File: src/rtl/rr_prio_arbiter.sv
// Registered N-way arbiter with fixed-priority or round-robin selection,
// grant hold while the owner keeps requesting, and optional bounded hold time.
module rr_prio_arbiter #(
  parameter  int N        = 8,
  parameter  int MODE     = 1,
  parameter  int MAX_HOLD = 0,
  localparam int W        = $clog2(N)
) (
  input  logic         clk,
  input  logic         rst_n,
  input  logic [N-1:0] req,
  output logic [N-1:0] gnt,
  output logic [W-1:0] gnt_idx,
  output logic         gnt_vld
);

  localparam int HW = (MAX_HOLD > 0) ? $clog2(MAX_HOLD + 1) : 1;

  typedef enum logic [0:0] {
    IDLE = 1'b0,
    BUSY = 1'b1
  } state_t;

  state_t         state_r;
  state_t         state_nxt_s;
  logic [N-1:0]   gnt_r;
  logic [W-1:0]   gnt_idx_r;
  logic           gnt_vld_r;
  logic [W-1:0]   ptr_r;
  logic [HW-1:0]  hcnt_r;

  logic [N-1:0]   masked_s;
  logic           own_req_s;
  logic           any_req_s;
  logic           any_oth_s;
  logic           at_lim_s;
  logic [W-1:0]   win_all_s;
  logic [W-1:0]   win_oth_s;
  logic           grant_s;
  logic           clear_s;
  logic [W-1:0]   new_idx_s;

  // Fixed priority keeps the last (highest) hit; round-robin keeps the first hit from p.
  function automatic logic [W-1:0] pick_idx(input logic [N-1:0] c, input logic [W-1:0] p);
    logic [W-1:0] r;
    logic         found;
    logic [N-1:0] sh;
    int           j;
    r     = {W{1'b0}};
    found = 1'b0;
    for (int off = 0; off < N; off++) begin
      if (MODE == 0) begin
        j = N - 1 - off;
      end else begin
        j = (int'(p) + off) % N;
      end
      sh = c >> j;
      if (!found && sh[0]) begin
        r     = W'(j);
        found = 1'b1;
      end else begin
        found = found;
      end
    end
    return r;
  endfunction

  function automatic logic [N-1:0] onehot(input logic [W-1:0] k);
    return {{(N-1){1'b0}}, 1'b1} << k;
  endfunction

  function automatic logic [W-1:0] next_ptr(input logic [W-1:0] k);
    return (32'(k) == 32'(N - 1)) ? {W{1'b0}} : W'(32'(k) + 32'd1);
  endfunction

  assign masked_s  = req & ~gnt_r;
  assign own_req_s = |(req & gnt_r);
  assign any_req_s = |req;
  assign any_oth_s = |masked_s;
  assign win_all_s = pick_idx(req, ptr_r);
  assign win_oth_s = pick_idx(masked_s, ptr_r);

  // Hold-limit flag; never true when the hold time is unbounded.
  always_comb begin
    at_lim_s = 1'b0;
    if (MAX_HOLD != 0) begin
      at_lim_s = (hcnt_r == HW'(MAX_HOLD));
    end else begin
      at_lim_s = 1'b0;
    end
  end

  // Next-state decision: new grant, return to idle, or hold the current owner.
  always_comb begin
    state_nxt_s = state_r;
    grant_s     = 1'b0;
    clear_s     = 1'b0;
    new_idx_s   = win_all_s;
    case (state_r)
      IDLE: begin
        if (any_req_s) begin
          grant_s     = 1'b1;
          new_idx_s   = win_all_s;
          state_nxt_s = BUSY;
        end else begin
          clear_s     = 1'b1;
        end
      end
      BUSY: begin
        if (!own_req_s) begin
          if (any_oth_s) begin
            grant_s     = 1'b1;
            new_idx_s   = win_oth_s;
          end else begin
            clear_s     = 1'b1;
            state_nxt_s = IDLE;
          end
        end else if (at_lim_s && any_oth_s) begin
          grant_s   = 1'b1;
          new_idx_s = win_oth_s;
        end else begin
          grant_s = 1'b0;
        end
      end
      default: begin
        clear_s     = 1'b1;
        state_nxt_s = IDLE;
      end
    endcase
  end

  // Arbiter state, grant outputs, round-robin pointer and hold counter.
  always_ff @(posedge clk or negedge rst_n) begin
    if (!rst_n) begin
      state_r   <= IDLE;
      gnt_r     <= {N{1'b0}};
      gnt_idx_r <= {W{1'b0}};
      gnt_vld_r <= 1'b0;
      ptr_r     <= {W{1'b0}};
      hcnt_r    <= {HW{1'b0}};
    end else begin
      state_r <= state_nxt_s;
      if (grant_s) begin
        gnt_r     <= onehot(new_idx_s);
        gnt_idx_r <= new_idx_s;
        gnt_vld_r <= 1'b1;
        hcnt_r    <= HW'(1);
        if (MODE == 1) begin
          ptr_r <= next_ptr(new_idx_s);
        end else begin
          ptr_r <= {W{1'b0}};
        end
      end else if (clear_s) begin
        gnt_r     <= {N{1'b0}};
        gnt_idx_r <= {W{1'b0}};
        gnt_vld_r <= 1'b0;
        hcnt_r    <= {HW{1'b0}};
      end else if (MAX_HOLD != 0 && !at_lim_s) begin
        hcnt_r <= hcnt_r + HW'(1);
      end else begin
        hcnt_r <= hcnt_r;
      end
    end
  end

  assign gnt     = gnt_r;
  assign gnt_idx = gnt_idx_r;
  assign gnt_vld = gnt_vld_r;

endmodule
File: config.mk
export PLATFORM = sky130hd
export DESIGN_NAME = rr_prio_arbiter
export DESIGN_NICKNAME = d
export VERILOG_FILES = /design/src/rtl/rr_prio_arbiter.sv
export SDC_FILE = /design/constraint.sdc
export NUM_CORES = 1
export LEC_CHECK = 0
export ABC_AREA = 1
export CAP_MARGIN = 10
export CORE_ASPECT_RATIO = 1.75
export CORE_MARGIN = 2
export CORE_UTILIZATION = 55
export CTS_CLUSTER_SIZE = 25
export DETAILED_ROUTE_END_ITERATION = 10
export GPL_TIMING_DRIVEN = 0
export PLACE_DENSITY = 0.92
export SKIP_LAST_GASP = 1
export SYNTH_ARGS = -nofsm -noshare
export SYNTH_HDL_FRONTEND = slang
export SYNTH_SLANG_ARGS = --single-unit
export TNS_END_PERCENT = 5
File: constraint.sdc
create_clock -name clk -period 5 [get_ports clk]
set_input_delay 1 -clock clk [delete_from_list [all_inputs] [get_ports clk]]
set_output_delay 1 -clock clk [all_outputs]
set_load 0.02 [all_outputs]
==> flow_metrics.py, run 1 <==
metrics = {
    "outcome": {
        "outcome": "complete, no violations",
    },
    "global_route": {
        "grt_max_degree": 17,
        "grtUsageTotal_pct": 29.4,
        "grt_pass1_wl_mm": 7.20,
        "grt_overflow_total": 0,
        "grt_pass1_vias": 1669,
        "antenna_found_initial": 0,
    },
    "logic_synthesis": {
        "synth_cell_types": 28,
        "netlist_area_mm2": 0.00152,
        "synth_compound_area_share_pct": 8.16,
        "ys_ff_latch": 16,
        "synth_enable_flop_cells": 0,
        "syn_avg_cell_area_um2": 6.57,
        "synth.mux.area_fraction_pct": 0,
        "seq_area_frac_synth_pct": 26.4,
        "synthAdderAreaFrac_pct": 5.77,
        "synth_xor_area_share_pct": 2.31,
        "syn-num-nets": 248,
        "synth_top_family_by_area": "simple AND/OR/NAND/NOR gates",
        "synthSimpleGateAreaFrac_pct": 47.8,
        "synth_most_common_cell": "nand2_1",
        "synth_top_cell_area_share_pct": 26.4,
        "synth.largest_area_cell": "dfrtp_1",
        "yosysWarnings": 0,
        "synthFlopType": "dfrtp_1",
        "yosys-top-cells-count": "nand2_1, nand3_1, inv_1",
        "synth_cells": 231,
        "ys_top_cells_by_area": "dfrtp_1, nand2_1, nand3_1, inv_1, ha_1",
        "async_reset_ff_share_pct": 100,
    },
    "critical_path": {
        "cp_cell_sequence": "clkdlybuf4s50_1 > nand2_1 > nand3_1 > nand3_1 > nand2_2 > nor2_8 > nand2_1 > o21ai_0 > nand2_1 > nor2_1 > nand2_1 > nand2_2 > inv_1 > ha_1 > ha_1 > nand2_1 > o21ai_0",
        "cp_num_cells": 17,
        "cpMostUsedCell": "nand2_1",
        "startpoint": "req[2]",
        "r2r_start": "ptr_r[1]",
        "cp.arrival_ps": 3490,
        "critPathMaxStageDelay_ps": 480,
        "r2r-end": "ptr_r[2]",
        "ff2ff_setup_slack_ps": 1680,
        "cpLargestDelayFamily": "simple AND/OR/NAND/NOR gates",
        "critPathSlowestCell": "clkdlybuf4s50_1",
        "endpoint_kind": "flop",
        "cp-start-kind": "primary input",
        "r2r_cells": 19,
        "required_ps": 5130,
        "cp_num_buf_inv": 2,
        "cp_max_fo": 5,
        "timing_worst_setup_path_type": "in2reg",
    },
    "layout": {
        "fin_nets": 274,
        "diodes": 0,
        "synthToLayoutAreaGrowth_pct": 19.7,
        "design_area_mm2": 0.00182,
        "layout-drive-gt1-share_pct": 11.7,
    },
    "floorplanning": {
        "start_util_pct": 57.1,
        "die_h_um": 73.5,
        "ios": 22,
        "dieArea_mm2": 0.00321,
        "core-area_mm2": 0.00266,
        "rows": 25,
        "dieWidth_um": 43.7,
    },
    "drt": {
        "route.detailed.drc": 0,
        "drt_iter0_markers": 57,
        "wirelength_mm": 4.04,
        "wl_per_cell_um": 14.3,
        "antenna_left": 0,
        "dr.pass1.iters": 4,
        "via_per_inst": 5.64,
        "num_vias": 1596,
    },
    "clocking": {
        "cts-root-buf": "clkbuf_8",
        "cts.sinks": 16,
        "postCtsHoldBufs": 0,
        "clk_path_buf_depth": 2,
        "numCtsBuffers": 3,
        "insertion_delay_ps": 250,
        "post_cts_buffers": 0,
        "cts-resized-gates": 0,
        "htree_num_levels": 1,
        "cts_tree": "built",
        "clk_pin_slew_ps": 60,
    },
    "worst_hold_path": {
        "hp-start": "gnt_idx[2]",
        "worstHoldPathCells": 2,
        "holdPathEnd": "gnt_idx[2]",
        "hold_class": "reg2reg",
    },
    "sta": {
        "fin_crit_ps": 3360,
        "rsz0062_at_grt": "false",
        "slew_violations": 0,
        "worstMarginPinSlew_ps": 719,
        "fmax_ghz": 0.298,
        "setup_tns_ps": 0,
        "final.period_utilization_pct": 67.1,
        "setup_viol": 0,
        "maxSlewHeadroom_pct": 51.9,
        "finalHoldViolCount": 0,
        "final.setup_skew_ps": 2.66,
        "timing.final.ws_setup_ps": 1640,
    },
    "placement": {
        "hpwl_mm": 3.22,
        "gp_congestion": 0.903,
        "place_ws_ps": 1390,
        "detailed_place.area_mm2": 0.00176,
        "io_buffer_count": 21,
    },
    "job": {
        "cap_violations": 0,
    },
}
==> per-stage QoR <==
step	utilization (%)	hold slack, ps	instances
4_1_cts	68.3	481	283
3_3_place_gp	66.3	457	279
5_1_grt	68.3	503	283
6_report	68.3	483	283
2_1_floorplan	-	582	231
3_5_place_dp	66.3	465	279
==> metal layers <==
layer	GRT usage [%]	up-vias	wire (µm)
met5	0	-	0
met4	17.8	0	204
met3	1.97	19	120
met2	54.4	49	2220
met1	30.7	732	1490
li1	-	796	-
==> cell usage in the layout, fill, tap and decap left out <==
master,n
nand2_1,84
nand3_1,29
inv_1,26
clkdlybuf4s50_1,21
dfrtp_1,16
nor2_1,12
nand3_2,7
o21ai_0,7
ha_1,7
nand4_1,5
o21ai_1,5
nand2_2,4
clkbuf_8,4
inv_2,3
a22o_1,3
o22ai_1,3
buf_4,2
xnor2_1,2
nand2_4,2
xor2_1,2
a21oi_1,2
buf_2,2
buf_6,1
nor2_8,1
nor2_2,1
nand4_4,1
nor2_4,1
nand3b_1,1
nor3_1,1
o21ai_2,1
==> registers in the layout (all words and copies together) (netlist names) <==
signal,flops
gnt_vld,1
gnt_idx,3
gnt,8
state_r,1
ptr_r,3
==> worst max-delay path by stage <==
stage | slack, ps | to
2_1_floorplan | 2250 | ptr_r[2]
3_3_place_gp | 1480 | ptr_r[2]
3_5_place_dp | 1390 | gnt[7]
4_1_cts | 1650 | gnt[7]
5_1_grt | 1330 | ptr_r[2]
6_report | 1640 | ptr_r[2]
==> cell families (layout without fill, tap and decap cells) <==
group                    Yosys count  in the layout
AND/OR/NAND/NOR                  149            149
buffers and inverters             34             59
AO/OA/AOI/OAI                     21             21
flip-flops                        16             16
adder cells (fa/ha/maj)            7              7
XOR/XNOR                           4              4
==> cell type report <==
cell class / count / area, µm²
clock buffer: 4 / 55.1
tap: 27 / 33.8
inverter: 29 / 109
buffer: 5 / 36.3
fill: 210 / 842
timing repair buffer: 21 / 210
sequential: 16 / 400
multi-input combinational: 181 / 972
==> worst min-delay path: cells and delay by family (launching register included) <==
kind | cells | cell delay, ps
flops | 1 | 340
simple gates | 2 | 110
Power of run 1 is left out: the tool's default activity adds up to more than one toggle a clock period on the data nets, which glitch-free logic cannot reach.
==> inputs of run 2 (changes only) <==
CORE_UTILIZATION = 49   (was 55)
PLACE_DENSITY = 0.87   (was 0.92)
clock period = 3 ns   (was 5 ns; I/O delays follow)
==> run 2 against run 1 <==
  * Cell area up 7.4%
  * Clock skew up 1.3 ps
  * Largest cell class unchanged
  * Setup slack got worse by 1500 ps
  * Sequential cell count did not move
  * Critical path depth is 1 higher
  * Highest routed layer unchanged
  * Die area increased by 11%
  * Global-route usage fell by 3.6 points
  * Non-clock buffer count up 4
  * Critical path type unchanged
  * First-iteration DRC count increased by 7.0%
  * Worst hold slack got worse by 12 ps
==> flow_metrics.py, run 2 (synthesis results as in run 1) <==
metrics = {
    "placement": {
        "hpwl_mm": 3.15,
        "gp_congestion": 0.923,
        "detailed_place.area_mm2": 0.00176,
        "io_buffer_count": 21,
    },
    "global_route": {
        "grt_pass1_wl_mm": 6.98,
        "antenna_found_initial": 0,
        "grt_max_degree": 17,
        "grtUsageTotal_pct": 25.7,
        "grt_pass1_vias": 1594,
        "grt_overflow_total": 0,
    },
    "sta": {
        "final.period_utilization_pct": 94.7,
        "worstMarginPinSlew_ps": 745,
        "setup_viol": 0,
        "whs_ps": 471,
        "setup_tns_ps": 0,
        "fmax_ghz": 0.352,
        "final.setup_skew_ps": 3.94,
        "fin_crit_ps": 2840,
        "finalHoldViolCount": 0,
        "maxSlewHeadroom_pct": 50.2,
        "slew_violations": 0,
    },
    "critical_path": {
        "critPathMaxStageDelay_ps": 450,
        "cp.arrival_ps": 2980,
        "timing_worst_setup_path_type": "in2reg",
        "r2r_cells": 19,
        "cp_max_fo": 5,
        "cpMostUsedCell": "nand2_1",
        "critPathSlowestCell": "clkdlybuf4s50_1",
        "startpoint": "req[4]",
        "required_ps": 3140,
        "endpoint_kind": "flop",
        "cp-start-kind": "primary input",
        "r2r_start": "ptr_r[1]",
        "r2r-end": "ptr_r[2]",
        "cp_cell_sequence": "clkdlybuf4s50_1 > nand2_1 > nand3_1 > nand2_1 > nand2_1 > nand2_2 > inv_1 > a21oi_1 > o21ai_0 > nand2_1 > nor2_1 > nand2_1 > nand2_4 > inv_1 > ha_2 > ha_1 > nand2_1 > o21ai_0",
        "ff2ff_setup_slack_ps": 180,
    },
    "floorplanning": {
        "rows": 26,
        "core-area_mm2": 0.00293,
        "ios": 22,
        "dieWidth_um": 46.1,
        "die_h_um": 77.6,
        "start_util_pct": 51.8,
        "dieArea_mm2": 0.00358,
    },
    "layout": {
        "final_common_cell": "nand2_1",
        "postLayoutCoreUtil_pct": 66.7,
        "largest_register_ffs": 8,
        "synthToLayoutAreaGrowth_pct": 28.6,
        "design_area_mm2": 0.00195,
        "final_cell_mix": "nand2_1, nand3_1, inv_1",
        "layout-drive-gt1-share_pct": 19.7,
        "diodes": 0,
        "fin_nets": 278,
    },
    "worst_hold_path": {
        "hold_class": "reg2reg",
        "holdPathEnd": "gnt_vld",
        "worstHoldPathCells": 2,
        "hp-start": "gnt_vld",
    },
    "clocking": {
        "insertion_delay_ps": 250,
        "htree_num_levels": 1,
        "cts.sinks": 16,
        "numCtsBuffers": 3,
        "clk_pin_slew_ps": 60,
        "cts_tree": "built",
        "cts-root-buf": "clkbuf_8",
        "clk_path_buf_depth": 2,
    },
    "drt": {
        "wl_per_cell_um": 14.4,
        "route.detailed.drc": 0,
        "via_per_inst": 5.68,
        "wirelength_mm": 4.13,
        "drt_iter0_markers": 61,
        "dr.pass1.iters": 4,
        "antenna_left": 0,
        "num_vias": 1629,
    },
    "outcome": {
        "outcome": "complete, no violations",
    },
    "job": {
        "cap_violations": 0,
    },
}
run 2: repair_timing:
item	CTS	global route
cloned	0	0
buffers inserted	0	4
pin swaps	0	5
setup endpoints to repair	4	4
resized for setup	5	31
hold buffers	0	0
run 2: per-layer routing:
layer / track usage, % / routed length [µm] / vias to the layer above
li1: - / - / 801
met1: 28.4 / 1540 / 771
met2: 44.2 / 2290 / 38
met3: 1.86 / 91 / 19
met4: 16.0 / 206 / 0
met5: 0 / 0 / -
run 2: critical path, delay by kind of cell:
family,cells,cell delay [ps]
buf+inv,3,610
fa+ha+maj,2,410
simple gates,10,970
compound gates,3,380
run 2: stage by stage:
stage | worst slack, ps | instances
after global placement | -183 | 280
after detailed placement | -216 | 280
after floorplan | 251 | 231
after global routing | -19.1 | 287
final | 159 | 287
after CTS | 41.1 | 283
run 2: final cells by class:
type / instances / area, µm²
multi-input cells: 181 / 1050
fillers: 245 / 976
flip-flops and latches: 16 / 402
repair buffers: 25 / 258
inverters: 29 / 121
clock buffers: 3 / 41.3
plain buffers: 5 / 40.0
well taps: 28 / 35.0
run 2: how the worst max path moves through the flow:
stage,to,cells past startpoint
3_5_place_dp,ptr_r[2],19
5_1_grt,ptr_r[2],18
3_3_place_gp,ptr_r[2],19
6_report,ptr_r[2],18
4_1_cts,ptr_r[2],19
2_1_floorplan,ptr_r[2],19
Power of run 2 is left out for the same reason.
